===== src/rtl/dphy_lane_hs_tx.sv =====
// dphy_lane_hs_tx
//   Per-lane D-PHY HS transmit sequencer. It takes a byte stream from the DSI
//   packet layer and walks the lane through a complete burst:
//   LP-11 -> LP-01 -> LP-00 -> HS-zero -> sync (0xB8) -> payload -> trailer
//   -> LP-11 exit -> idle. Everything runs in the SerDes word clock domain.
//
// Ports
//   clk_i       word clock (same clock as the SerDes word input)
//   rst_n_i     synchronous reset, active low
//   data_i      payload byte
//   valid_i     byte valid; in IDLE this also requests a burst
//   last_i      marks the final byte of the burst
//   ready_o     byte accepted when valid_i && ready_o
//   d_o         8-bit HS word to the SerDes
//   serdes_t_o  HS tristate to SerDes; 1 = HS driver off
//   lp_p_o      LP level, P line
//   lp_n_o      LP level, N line
//   lp_oe_o     LP drivers enabled
//   busy_o      burst in progress
//   underrun_o  one-cycle pulse when the payload source runs dry
module dphy_lane_hs_tx #(
    parameter int g_lpx_cycles     = 4,
    parameter int g_prepare_cycles = 3,
    parameter int g_zero_words     = 6,
    parameter int g_trail_words    = 4,
    parameter int g_exit_cycles    = 6
) (
    input  logic       clk_i,
    input  logic       rst_n_i,
    input  logic [7:0] data_i,
    input  logic       valid_i,
    input  logic       last_i,
    output logic       ready_o,
    output logic [7:0] d_o,
    output logic       serdes_t_o,
    output logic       lp_p_o,
    output logic       lp_n_o,
    output logic       lp_oe_o,
    output logic       busy_o,
    output logic       underrun_o
);

    typedef enum logic [2:0] {
        IDLE, LPRQ, PREP, ZERO, SYNC, PAYLOAD, TRAIL, EXIT
    } state_t;

    localparam logic [7:0] SYNC_WORD = 8'hB8;

    state_t     state_q, state_d;
    logic [7:0] cnt_q, cnt_d;
    logic       last_bit_q, last_bit_d;
    logic       accept;

    // next-cycle values of the registered outputs
    logic [7:0] d_d;
    logic       t_d, lpp_d, lpn_d, oe_d, rdy_d, busy_d, und_d;

    // ready_o is the registered decode of SYNC/PAYLOAD, so it tracks state_q
    assign accept = ready_o && valid_i;

    always_comb begin
        state_d    = state_q;
        cnt_d      = (cnt_q != 8'd0) ? cnt_q - 8'd1 : cnt_q;
        und_d      = 1'b0;
        last_bit_d = last_bit_q;

        case (state_q)
            IDLE: if (valid_i) begin
                state_d = LPRQ;
                cnt_d   = 8'(g_lpx_cycles - 1);
            end
            LPRQ: if (cnt_q == 8'd0) begin
                state_d = PREP;
                cnt_d   = 8'(g_prepare_cycles - 1);
            end
            PREP: if (cnt_q == 8'd0) begin
                state_d = ZERO;
                cnt_d   = 8'(g_zero_words - 1);
            end
            ZERO: if (cnt_q == 8'd0) begin
                state_d    = SYNC;
                // with no payload the trailer inverts bit 7 of the sync word
                last_bit_d = SYNC_WORD[7];
            end
            SYNC, PAYLOAD: begin
                if (!valid_i) begin
                    state_d = TRAIL;
                    cnt_d   = 8'(g_trail_words - 1);
                    und_d   = 1'b1;
                end else begin
                    last_bit_d = data_i[7];
                    if (last_i) begin
                        // one extra TRAIL cycle: the last byte is still on d_o
                        state_d = TRAIL;
                        cnt_d   = 8'(g_trail_words);
                    end else begin
                        state_d = PAYLOAD;
                    end
                end
            end
            TRAIL: if (cnt_q == 8'd0) begin
                state_d = EXIT;
                cnt_d   = 8'(g_exit_cycles - 1);
            end
            EXIT: if (cnt_q == 8'd0) begin
                state_d = IDLE;
            end
            default: state_d = IDLE;
        endcase
    end

    // Moore outputs decoded from the next state, so they land in the
    // registers on the same edge as the state they describe.
    always_comb begin
        d_d    = 8'h00;
        t_d    = 1'b1;
        lpp_d  = 1'b1;
        lpn_d  = 1'b1;
        oe_d   = 1'b1;
        rdy_d  = 1'b0;
        busy_d = (state_d != IDLE);

        case (state_d)
            LPRQ: lpp_d = 1'b0;
            PREP: begin
                lpp_d = 1'b0;
                lpn_d = 1'b0;
            end
            ZERO, SYNC, PAYLOAD, TRAIL: begin
                lpp_d = 1'b0;
                lpn_d = 1'b0;
                oe_d  = 1'b0;
                t_d   = 1'b0;
                rdy_d = (state_d == SYNC) || (state_d == PAYLOAD);
                if (state_d == SYNC)
                    d_d = SYNC_WORD;
                else if (accept)
                    d_d = data_i;
                else if (state_d == TRAIL)
                    d_d = {8{~last_bit_q}};
            end
            default: ;
        endcase
    end

    always_ff @(posedge clk_i) begin
        if (!rst_n_i) begin
            state_q    <= IDLE;
            cnt_q      <= 8'd0;
            last_bit_q <= 1'b1;
            d_o        <= 8'h00;
            serdes_t_o <= 1'b1;
            lp_p_o     <= 1'b1;
            lp_n_o     <= 1'b1;
            lp_oe_o    <= 1'b1;
            ready_o    <= 1'b0;
            busy_o     <= 1'b0;
            underrun_o <= 1'b0;
        end else begin
            state_q    <= state_d;
            cnt_q      <= cnt_d;
            last_bit_q <= last_bit_d;
            d_o        <= d_d;
            serdes_t_o <= t_d;
            lp_p_o     <= lpp_d;
            lp_n_o     <= lpn_d;
            lp_oe_o    <= oe_d;
            ready_o    <= rdy_d;
            busy_o     <= busy_d;
            underrun_o <= und_d;
        end
    end

endmodule

===== config.mk =====
export PLATFORM = sky130hd
export DESIGN_NAME = dphy_lane_hs_tx
export DESIGN_NICKNAME = d
export VERILOG_FILES = /design/src/rtl/dphy_lane_hs_tx.sv
export SDC_FILE = /design/constraint.sdc
export NUM_CORES = 1
export LEC_CHECK = 0
export CORE_MARGIN = 2
export CORE_UTILIZATION = 35
export DETAILED_ROUTE_END_ITERATION = 7
export PLACE_DENSITY = 0.55
export SETUP_SLACK_MARGIN = 0.5
export SLEW_MARGIN = 20
export SYNTH_ARGS = -nofsm -noshare
export SYNTH_HDL_FRONTEND = slang
export SYNTH_SLANG_ARGS = --single-unit

===== constraint.sdc =====
create_clock -name clk_i -period 3.3 [get_ports clk_i]
set_input_delay 0.825 -clock clk_i [delete_from_list [all_inputs] [get_ports clk_i]]
set_output_delay 0.825 -clock clk_i [all_outputs]
set_load 0.02 [all_outputs]

Word-level counts from Yosys, hierarchy flattened. Cells that the tools add are included.

Register bits after elaboration: 26. Output and inout bits: 15.

$add $sub $neg: 1. Equality and inequality tests: 15. Multiplexer cells: 26. Bitwise operators: 3. Reduce and logical (&&, ||, !) cells: 16.

Operator list (count): $mux 8 (9); $pmux 8 s4 (1); $eq 3x3->1 const B (7); $pmux 3 s7 (1); $mux 3 (6); $eq 3x2->1 const B (4); $logic_not 8->1 (1); $reduce_bool 8->1 (1); $sub 8x1->8 const B (1); $eq 3x1->1 const B (2); $mux 1 (6); $reduce_or 6->1 (1); $reduce_or 5->1 (1); $mux 2 (2); $ne 2x2->1 const B (2); $reduce_and 2->1 (2); $reduce_or 2->1 (2); $reduce_or 4->1 (1); $logic_not 3->1 (1); $not 1->1 (3); $reduce_and 3->1 (1); $reduce_bool 3->1 (1); $reduce_or 3->1 (1); $pmux 1 s2 (1); other kinds (3) (3).

Logic depth before layout (Yosys ltp).
Depth after elaboration: 7. Depth in mapped cells: 10. Gate-level depth less buffers: 10.

Worst setup path before layout. OpenSTA, ideal clock, no wires.

Path kind: flip-flop to flip-flop. From: register cnt_q[0]. To: register cnt_q[0]. Setup time: 86 ps. Arrival: 2252 ps. Path slack: 963 ps. Cell stages (with the launch flop): 10. Clock period less this slack: 2337 ps. Cell sequence: dfxtp_1 inv_1 ha_1 or4b_4 nor4_4 inv_2 ha_1 a311oi_1 a211oi_1 a211oi_1.

Cells in the longest elaborated chain, start to end: 5. Elaborated cells on any way between the ends: 10. Classes of those cells: add/sub: 1; mux: 7; reduce/logical: 2.

Ends and longest elaborated chain: from (decl) (line 50) `logic [7:0] cnt_q, cnt_d;`; from (signal assigned) (line 161) `cnt_q <= cnt_d;`; $sub 8x1->8 or $reduce_bool 8->1 (tied branches) (line 63) `cnt_d = (cnt_q != 8'd0) ? cnt_q - 8'd1 : cnt_q;`; $mux 8 (line 63); $mux 8 (line 92) `if (last_i) begin`; $mux 8 (line 86) `if (!valid_i) begin`; $pmux 8 s4 * (line 67) `case (state_q)`.

Mark *: on every way between the ends. The rest lies on a longest branch, timed or not. A chain may end at the register's enable or synchronous reset.

Worst setup path in the final report. Ends and elaborated chain as after synthesis.

==> flow_metrics.tcl <==
set metrics [dict create \
    vias_per_cell 5.24 \
    synthTopCellsByArea "dfxtp_1 (41%), nor2_1 (5.0%), a21oi_1 (4.7%), xnor2_1 (3.4%), ha_1 (2.9%)" \
    synth.most_common_cell "dfxtp_1" \
    num_vias 1122 \
    min_to "cnt_q[3]$_SDFF_PN0_" \
    stdcell_count 214 \
    regToRegStartpoint "cnt_q[0]$_SDFF_PN0_" \
    io-pin-count 27 \
    numCtsBuffers 3 \
    critical_path_arrival_ns 2.76 \
    hold_start "cnt_q[3]$_SDFF_PN0_" \
    yosysTopAreaCell "dfxtp_1" \
    p_leak_nw 0.556 \
    io_buffers 26 \
    post-dp-hpwl_um 2200 \
    synth_nets 159 \
    setup_viol 0 \
    utilization 0.468 \
    num-nets-final 184 \
    core_area_um2 3420 \
    required_ns 3.55 \
    core.rowCount 21 \
    intPower_w 0.000733 \
    max_freq_mhz 398 \
    gr-total-overflow 0 \
    fin_skew_ns 0.00160 \
    r2r_slack_ns 0.79 \
    drc 0 \
    pwr-share-comb 0.508 \
    clockBufferDepth 2 \
    drv_slew 0 \
    pwr-share-clk 0.128 \
    cts_resized 0 \
    cts.sinks 26 \
    multi_input_area_um2 681 \
    die_h_um 64.4 \
    gp_congestion 0.842 \
    p_seq_frac 0.364 \
    num_antenna_cells 0 \
    crit_slowest_cell "or4b_4" \
    path_clk_slew_ns 0.14 \
    initial_utilization 0.373 \
    synth_seq_cells 26 \
    crit_path_end_kind "flip-flop" \
    synth.avg_cell_area_um2 8.85 \
    hold_ws_ns 0.506 \
    period_share 0.762 \
    gr-usage-all-layers 0.148 \
    cts_max_level 1 \
    antenna_found_initial 0 \
    slowest_delay_ns 0.52 \
    critPathMaxFanout 7 \
    syn_area_um2 1270 \
    postSynth.asyncResetShare 0 \
    wire_per_inst_um 13.6 \
    dr.first_iter.drc_count 28 \
    syn-instance-count 144 \
    grt_pass1_vias 1028 \
    min_path_cells 2 \
    hp-class "flip-flop to flip-flop" \
    ys_seq_area_frac 0.408 \
    synth.yosys.warnings 0 \
    cts_setup_buffers 0 \
    worstMarginPinSlew_ns 0.613 \
    synth.top_cell.area_share 0.408 \
    powerDensity_nw_per_um2 786 \
    ys_types 45 \
    outcome "complete, no violations" \
    path_class "flip-flop to flip-flop" \
    firstDrtPassIters 4 \
    routed_wl_um 2910 \
    ys.flop_type "dfxtp_1" \
    fillers 345 \
    seqCellArea_um2 520 \
    cap_violations 0 \
    setup.worst_path.start_class "flip-flop" \
    fp.dieW_um 64.4 \
    cts_hold_buf 0 \
    rsz0062_at_grt "false" \
    fin_tns_setup_ns 0 \
    synthTopCellsByCount "dfxtp_1 (26), nor2_1 (17), a21oi_1 (12)" \
    hold_viol 0 \
    synth_edf_count 0 \
    power_switching_w 0.000524 \
    ff2ff_path_depth 9 \
    clk_latency_ns 0.31 \
    timing.rr.end "cnt_q[0]$_SDFF_PN0_" \
    ir_worst_vdd_mv 0.373 \
    path_cells "inv_1 > ha_1 > or4b_4 > nor4_4 > inv_2 > ha_1 > a311oi_1 > a211oi_1 > a211oi_1" \
    syn_to_final_growth_pct 25.5 \
    sw_frac_of_total 0.417 \
    fin_crit_ns 2.51 \
    clockRootBuffer "clkbuf_4" \
    dp.cells 210 \
    grt_pass1_wl_um 4800 \
    die_area_um2 4140 \
    relSlewSlack 0.586 \
    drive_gt1_frac 0.101 \
    cts_tree "built" \
    antenna_left 0 \
    grt_max_degree 19 \
]
layer usage:
metal  share of wire  up-vias  GRT usage
li1                -      568          -
met1            0.47      531      0.193
met2            0.48       21      0.250
met3           0.038        2     0.0246
met4          0.0062        0     0.0399
met5               0        -          0
registers in the layout, summed over array words and instances (netlist names):
signal,flops
busy_o,1
cnt_q,8
d_o,8
last_bit_q,1
lp_n_o,1
lp_oe_o,1
lp_p_o,1
ready_o,1
state_q,3
underrun_o,1
worst max-delay path: cells and delay by family, from the launching register on:
kind	cells	cell delay (ns)
AND/OR/NAND/NOR	2	0.70
buffers and inverters	2	0.26
flip-flops	1	0.35
AO/OA/AOI/OAI	3	0.58
adder cells (fa/ha/maj)	2	0.55
cells by family after synthesis:
group                    count (synthesis)  share of synthesized area
flip-flops                              26                      0.408
AO/OA/AOI/OAI                           41                      0.215
buffers and inverters                   16                     0.0579
AND/OR/NAND/NOR                         49                      0.220
multiplexers                             4                     0.0353
XOR/XNOR                                 5                     0.0343
adder cells (fa/ha/maj)                  3                     0.0294
power groups by stage:
stage | registers [W] | logic (W) | clock network (W)
global placement | 0.000463 | 0.000624 | 0
detailed placement | 0.000463 | 0.000640 | 0
CTS | 0.000457 | 0.000644 | 0.000165
finish | 0.000458 | 0.000638 | 0.000161
global route | 0.000471 | 0.000708 | 0.000178
floorplan | 0.000435 | 0.000532 | 0
placed cells by master (no fill, tap or decap), types with 3 or more instances in the layout:
cell | Yosys | final
dfxtp_1 | 26 | 26
clkdlybuf4s50_1 | 0 | 26
nor2_1 | 17 | 17
a21oi_1 | 12 | 12
nand2_1 | 8 | 8
inv_1 | 7 | 7
o21ai_0 | 7 | 7
nand3_1 | 6 | 6
xnor2_1 | 5 | 5
a31o_1 | 4 | 4
nor3_1 | 4 | 4
a211oi_1 | 3 | 3
nor4_1 | 3 | 3
ha_1 | 3 | 3
clkbuf_4 | 0 | 3
per-stage QoR:
stage	power, W	instance area [µm²]	setup WS [ns]
2_1_floorplan	0.000967	1270	0.963
3_3_place_gp	0.00109	1560	0.701
3_5_place_dp	0.00110	1560	0.600
4_1_cts	0.00127	1600	0.764
5_1_grt	0.00136	1600	0.661
6_report	0.00126	1600	0.786
worst max path at each step:
stage | slack, ns | start | to | cells past startpoint
6_report | 0.79 | cnt_q[0]$_SDFF_PN0_ | cnt_q[0]$_SDFF_PN0_ | 9
5_1_grt | 0.66 | cnt_q[0]$_SDFF_PN0_ | cnt_q[0]$_SDFF_PN0_ | 9
3_3_place_gp | 0.70 | rst_n_i | d_o[0]$_SDFF_PP0_ | 6
4_1_cts | 0.76 | cnt_q[0]$_SDFF_PN0_ | cnt_q[0]$_SDFF_PN0_ | 9
2_1_floorplan | 0.96 | cnt_q[0]$_SDFF_PN0_ | cnt_q[0]$_SDFF_PN0_ | 9
3_5_place_dp | 0.60 | last_i | d_o[7]$_SDFF_PN0_ | 6
final cells by class:
| cell class | instances | area share |
|---|---|---|
| flip-flops and latches | 26 | 0.325 |
| multi-input cells | 102 | 0.425 |
| inverters | 8 | 0.0188 |
| repair buffers | 28 | 0.172 |
| clock buffers | 4 | 0.0227 |
| well taps | 46 | 0.0360 |
Power figures use the tool's default switching activity.
